`config.mk`:
```
export PLATFORM = sky130hd
export DESIGN_NAME = usb_tx_data_encoder
export DESIGN_NICKNAME = d
export VERILOG_FILES = /design/src/rtl/usb_tx_data_encoder.sv
export SDC_FILE = /design/constraint.sdc
export NUM_CORES = 1
export LEC_CHECK = 0
export BUFFER_PORTS_ARGS = -buffer_cell sky130_fd_sc_hd__buf_2
export CAP_MARGIN = 20
export CORE_MARGIN = 2
export CORE_UTILIZATION = 60
export CTS_CLUSTER_DIAMETER = 150
export CTS_CLUSTER_SIZE = 40
export DETAILED_ROUTE_END_ITERATION = 16
export HOLD_SLACK_MARGIN = 0.03
export PLACE_DENSITY = 0.93
export SLEW_MARGIN = 30
export SYNTH_ARGS = -nofsm -noshare
export SYNTH_HDL_FRONTEND = slang
export SYNTH_SLANG_ARGS = --single-unit
```
`constraint.sdc`:
```
create_clock -name clock -period 4.9 [get_ports clock]
set_input_delay 0.245 -clock clock [delete_from_list [all_inputs] [get_ports clock]]
set_output_delay 0.245 -clock clock [all_outputs]
set_load 0.01 [all_outputs]
```
`src/rtl/usb_tx_data_encoder.sv`:
```
// Wraps payload beats into a USB DATAx packet: PID, payload, then CRC16 (low byte first).
// Output register is a single skid-free stage; upstream is paced by that register's availability.
module usb_tx_data_encoder #(
  parameter logic [7:0]  PID_DATA0 = 8'hC3,
  parameter logic [7:0]  PID_DATA1 = 8'h4B,
  parameter logic [15:0] CRC_INIT  = 16'hFFFF
) (
  input  logic       clock,
  input  logic       reset,
  input  logic       parity_i,
  input  logic       s_tvalid,
  output logic       s_tready,
  input  logic       s_tkeep,
  input  logic       s_tlast,
  input  logic [7:0] s_tdata,
  output logic       m_tvalid,
  input  logic       m_tready,
  output logic       m_tlast,
  output logic [7:0] m_tdata,
  output logic       busy_o,
  output logic       sent_o
);

  typedef enum logic [2:0] {IDLE, PID, DATA, CRC0, CRC1} state_t;

  state_t      state_q, state_d;
  logic [15:0] crc_q, crc_d;
  logic        last_q, last_d;
  logic        m_tvalid_q, m_tvalid_d;
  logic        m_tlast_q, m_tlast_d;
  logic [7:0]  m_tdata_q, m_tdata_d;
  logic        sent_q, sent_d;

  logic        out_free;
  logic        beat_acc;
  logic [15:0] crc_tx;

  function automatic logic [15:0] crc16_byte(input logic [15:0] crc, input logic [7:0] data);
    logic [15:0] c;
    c = crc ^ {8'h00, data};
    for (int i = 0; i < 8; i++) begin
      c = c[0] ? ((c >> 1) ^ 16'hA001) : (c >> 1);
    end
    return c;
  endfunction

  assign out_free = !m_tvalid_q || m_tready;
  assign crc_tx   = ~crc_q;

  // Empty non-last beats in PID are discarded without waiting on the output register.
  always_comb begin
    s_tready = 1'b0;
    case (state_q)
      PID:     s_tready = (!s_tkeep && !s_tlast) || out_free;
      DATA:    s_tready = !last_q && out_free;
      default: s_tready = 1'b0;
    endcase
  end

  assign beat_acc = s_tvalid && s_tready;

  always_comb begin
    state_d    = state_q;
    crc_d      = crc_q;
    last_d     = last_q;
    m_tvalid_d = m_tvalid_q;
    m_tlast_d  = m_tlast_q;
    m_tdata_d  = m_tdata_q;
    sent_d     = 1'b0;
    case (state_q)
      IDLE: begin
        if (s_tvalid) begin
          crc_d      = CRC_INIT;
          last_d     = 1'b0;
          m_tvalid_d = 1'b1;
          m_tlast_d  = 1'b0;
          m_tdata_d  = parity_i ? PID_DATA1 : PID_DATA0;
          state_d    = PID;
        end
      end
      PID: begin
        if (out_free) begin
          m_tvalid_d = 1'b0;
          state_d    = DATA;
        end
        if (beat_acc && s_tkeep) begin
          m_tvalid_d = 1'b1;
          m_tdata_d  = s_tdata;
          crc_d      = crc16_byte(crc_q, s_tdata);
          last_d     = s_tlast;
        end else if (beat_acc && s_tlast) begin
          m_tvalid_d = 1'b1;
          m_tdata_d  = crc_tx[7:0];
          state_d    = CRC0;
        end
      end
      DATA: begin
        if (out_free) begin
          m_tvalid_d = 1'b0;
          if (last_q) begin
            m_tvalid_d = 1'b1;
            m_tdata_d  = crc_tx[7:0];
            last_d     = 1'b0;
            state_d    = CRC0;
          end else if (beat_acc) begin
            last_d = s_tlast;
            if (s_tkeep) begin
              m_tvalid_d = 1'b1;
              m_tdata_d  = s_tdata;
              crc_d      = crc16_byte(crc_q, s_tdata);
            end
          end
        end
      end
      CRC0: begin
        if (m_tready) begin
          m_tdata_d = crc_tx[15:8];
          m_tlast_d = 1'b1;
          state_d   = CRC1;
        end
      end
      CRC1: begin
        if (m_tready) begin
          m_tvalid_d = 1'b0;
          m_tlast_d  = 1'b0;
          sent_d     = 1'b1;
          state_d    = IDLE;
        end
      end
      default: state_d = IDLE;
    endcase
  end

  always_ff @(posedge clock) begin
    if (reset) begin
      state_q    <= IDLE;
      crc_q      <= CRC_INIT;
      last_q     <= 1'b0;
      m_tvalid_q <= 1'b0;
      m_tlast_q  <= 1'b0;
      m_tdata_q  <= 8'h00;
      sent_q     <= 1'b0;
    end else begin
      state_q    <= state_d;
      crc_q      <= crc_d;
      last_q     <= last_d;
      m_tvalid_q <= m_tvalid_d;
      m_tlast_q  <= m_tlast_d;
      m_tdata_q  <= m_tdata_d;
      sent_q     <= sent_d;
    end
  end

  assign m_tvalid = m_tvalid_q;
  assign m_tlast  = m_tlast_q;
  assign m_tdata  = m_tdata_q;
  assign sent_o   = sent_q;
  assign busy_o   = (state_q != IDLE);

endmodule

```
==> run_results.csv <==
group,metric,value,unit
routing,firstDrtPassIters,5,
place,port_buffers,27,
yosys,netlist_area,2060,um2
yosys,ys_ff_latch,31,
finish,area_delta_synth_final,9.40,%
yosys,synth_fa_ha_area_frac,0,
yosys,synth_top_family_by_area,"compound AO/OA/AOI/OAI gates",
yosys,synthMuxAreaShare,0.0685,
yosys,synthTopCellsByCount,"nor2_1 (35), dfxtp_1 (31), o21ai_0 (21)",
yosys,synth_top_area_share,0.301,
min_path,hp-class,"input pin to flop",
timing,finalWorstPathRequiredPeriod,2.30,ns
worst_setup_path,crit_fanout,20,
die,die-area,3920,um2
min_path,holdPathStages,3,
yosys,synth_area_leaders,"dfxtp_1 (30%), nor2_1 (6.4%), mux2i_1 (6.3%)",
finish,drive_gt1_frac,0.168,
yosys,synthXorXnorAreaFrac,0.118,
yosys,synth_edf_count,0,
yosys,synth.yosys.seq_area_share,0.301,
timing,worst_pin_slew,0.748,ns
timing,finalSetupViolCount,0,
timing,final-hold-violation-count,0,
clock_tree,hold_buffers,0,
yosys,synthCells,262,
yosys,syn-num-nets,277,
clock_tree,root_buffer,"clkbuf_4",
clock_tree,cts_max_path_buffers,2,
outcome,outcome,"finished clean",
worst_setup_path,critPathLaunch,"state_q[1]",
power_and_ir_drop,p_sw,0.404,mW
power_and_ir_drop,ir_drop,238,uV
worst_setup_path,regToRegStartpoint,"state_q[1]",
worst_setup_path,path_class,"flop to flop",
power_and_ir_drop,finalPower,1.03,mW
global_routing,grt_pass1_wl,7780,um
power_and_ir_drop,pwr-share-clk,0.209,
worst_setup_path,critPathSlowestCell,"dfxtp_1",
die,fp.dieH,62.6,um
routing,wl_per_cell,14.1,um
clock_tree,postCtsSetupBuffers,0,
global_routing,grt_pass1_vias,1711,
clock_tree,path_clk_slew,0.10,ns
worst_setup_path,crit_arrival,2.59,ns
clock_tree,htreeDepth,2,
timing,slew_viol_final,0,
yosys,synth_compound_area_frac,0.232,
yosys,synth_ff_type,"dfxtp_1",
power_and_ir_drop,pwr_density_cell,455,nW/um2
die,start_util,0.623,
yosys,synth_warnings,0,
power_and_ir_drop,p_leak,1.01,nW
routing,drtIter0Drc,183,
power_and_ir_drop,swShare,0.394,
global_routing,grt_use_total,0.254,
power_and_ir_drop,seqPwrFrac,0.353,
worst_setup_path,critical-path-max-stage-delay,0.75,ns
die,core-area,3310,um2
yosys,synth-simple-area-share,0.223,
worst_setup_path,start_kind,"flop",
timing,max_slew_margin,0.501,
place,post-dp-hpwl,3230,um
global_routing,antenna_found_initial,0,
min_path,hp-start,"m_tready",
clock_tree,clkLatencyLatePin,0.35,ns
routing,via_per_inst,5.76,
place,gp_congestion,0.887,
yosys,post-synth-top-count-cell,"nor2_1",
timing,skew,0.00927,ns
job,cap_violations,0,
worst_setup_path,cp-end-kind,"flop",
clock_tree,post_cts_resize_count,0,
yosys,synth_area_per_cell,7.87,um2
worst_setup_path,r2r_cells,5,
timing,post-route-period-util,0.470,
global_routing,grt_max_degree,35,
routing,num_vias,1873,
routing,ant_nets,0,
clock_tree,clock_sinks,31,
global_routing,grt_overflow,0,
clock_tree,cts_made_buffers,5,
die,rows,21,
clock_tree,cts_tree,"done",
routing,drt-total-wl,4580,um
finish,diodes,0,
die,ios,28,
yosys,yosysTopAreaCell,"dfxtp_1",
timing,clock.fmax,435,MHz
yosys,synth-async-reset-ratio,0,
yosys,synth.distinct_cells,45,
worst_setup_path,critical_path_required,5.19,ns
worst_setup_path,crit_chain,"nand2b_1 > nor2_1 > or4_4 > a221o_1 > a21oi_2",
timing,rsz0062_at_grt,"false",
routing,drc,0,
power_and_ir_drop,p_int,0.623,mW
finish,fin_nets,293,
die,die_x,62.6,um
power_and_ir_drop,p_comb_frac,0.438,
timing,fin_tns_setup,0,ns
## kinds of logic after synthesis
family,after synthesis
simple gates,94
compound gates,75
flops,31
buf+inv,27
xor+xnor,21
mux,14
## placed cells by master (no fill, tap or decap), drive strengths merged, types with 6 or more instances in the layout
cell type,n
nor2,35
dfxtp,31
buf,27
o21ai,22
nand2,20
nor3,18
a21oi,18
o21bai,16
mux2i,13
xnor2,12
inv,9
xor2,6
clkbuf,6
## metal layers
metal | vias to the layer above | part of all wire | track usage
met5 | - | 0 | 0
met4 | 0 | 0.021 | 0.125
met3 | 10 | 0.064 | 0.0649
met2 | 69 | 0.47 | 0.413
met1 | 850 | 0.44 | 0.313
li1 | 944 | - | -
## power by group through the flow
stage | clock [mW] | combinational [mW] | sequential [mW]
CTS | 0.218 | 0.449 | 0.361
global route | 0.233 | 0.493 | 0.372
detailed placement | 0 | 0.444 | 0.367
global placement | 0 | 0.433 | 0.364
floorplan | 0 | 0.383 | 0.340
finish | 0.215 | 0.450 | 0.363
## registers in the layout, indices dropped and copies added, names as in the netlist
name      cells
m_tlast       1
crc_q        16
m_tvalid      1
m_tdata       8
last_q        1
sent_o        1
state_q       3
## per-stage QoR
stage | hold slack, ns | instance area [um2] | util | setup WS, ns | cells
finish | 0.189 | 2260 | 0.682 | 2.60 | 325
global route | 0.203 | 2260 | 0.682 | 2.44 | 325
CTS | 0.188 | 2260 | 0.681 | 2.38 | 325
detailed placement | 0.453 | 2170 | 0.655 | 2.40 | 317
global placement | 0.440 | 2170 | 0.655 | 2.51 | 317
floorplan | 0.324 | 2060 | - | 3.00 | 262
## worst paths after layout
check        slack [ns]    endpoint
min                0.19      sent_o
max                2.60  m_tdata[6]
min reg2reg        0.47  m_tdata[1]
max reg2reg        2.60  m_tdata[6]
## critical path: cells and delay by family (launching register included)
| kind | cells | cell delay, ns |
|---|---|---|
| AOI/OAI and AO/OA | 2 | 0.44 |
| DFF | 1 | 0.75 |
| and+or+nand+nor | 3 | 1.05 |
## final cells by class
| cell class | count | area (um2) |
|---|---|---|
| sequential | 31 | 622 |
| multi-input combinational | 204 | 1320 |
| timing repair buffer | 27 | 135 |
| tap | 46 | 57.6 |
| inverter | 9 | 33.8 |
| clock inverter | 2 | 35.0 |
| fill | 283 | 1050 |
| clock buffer | 6 | 51.3 |
Power figures use the tool's default switching activity.
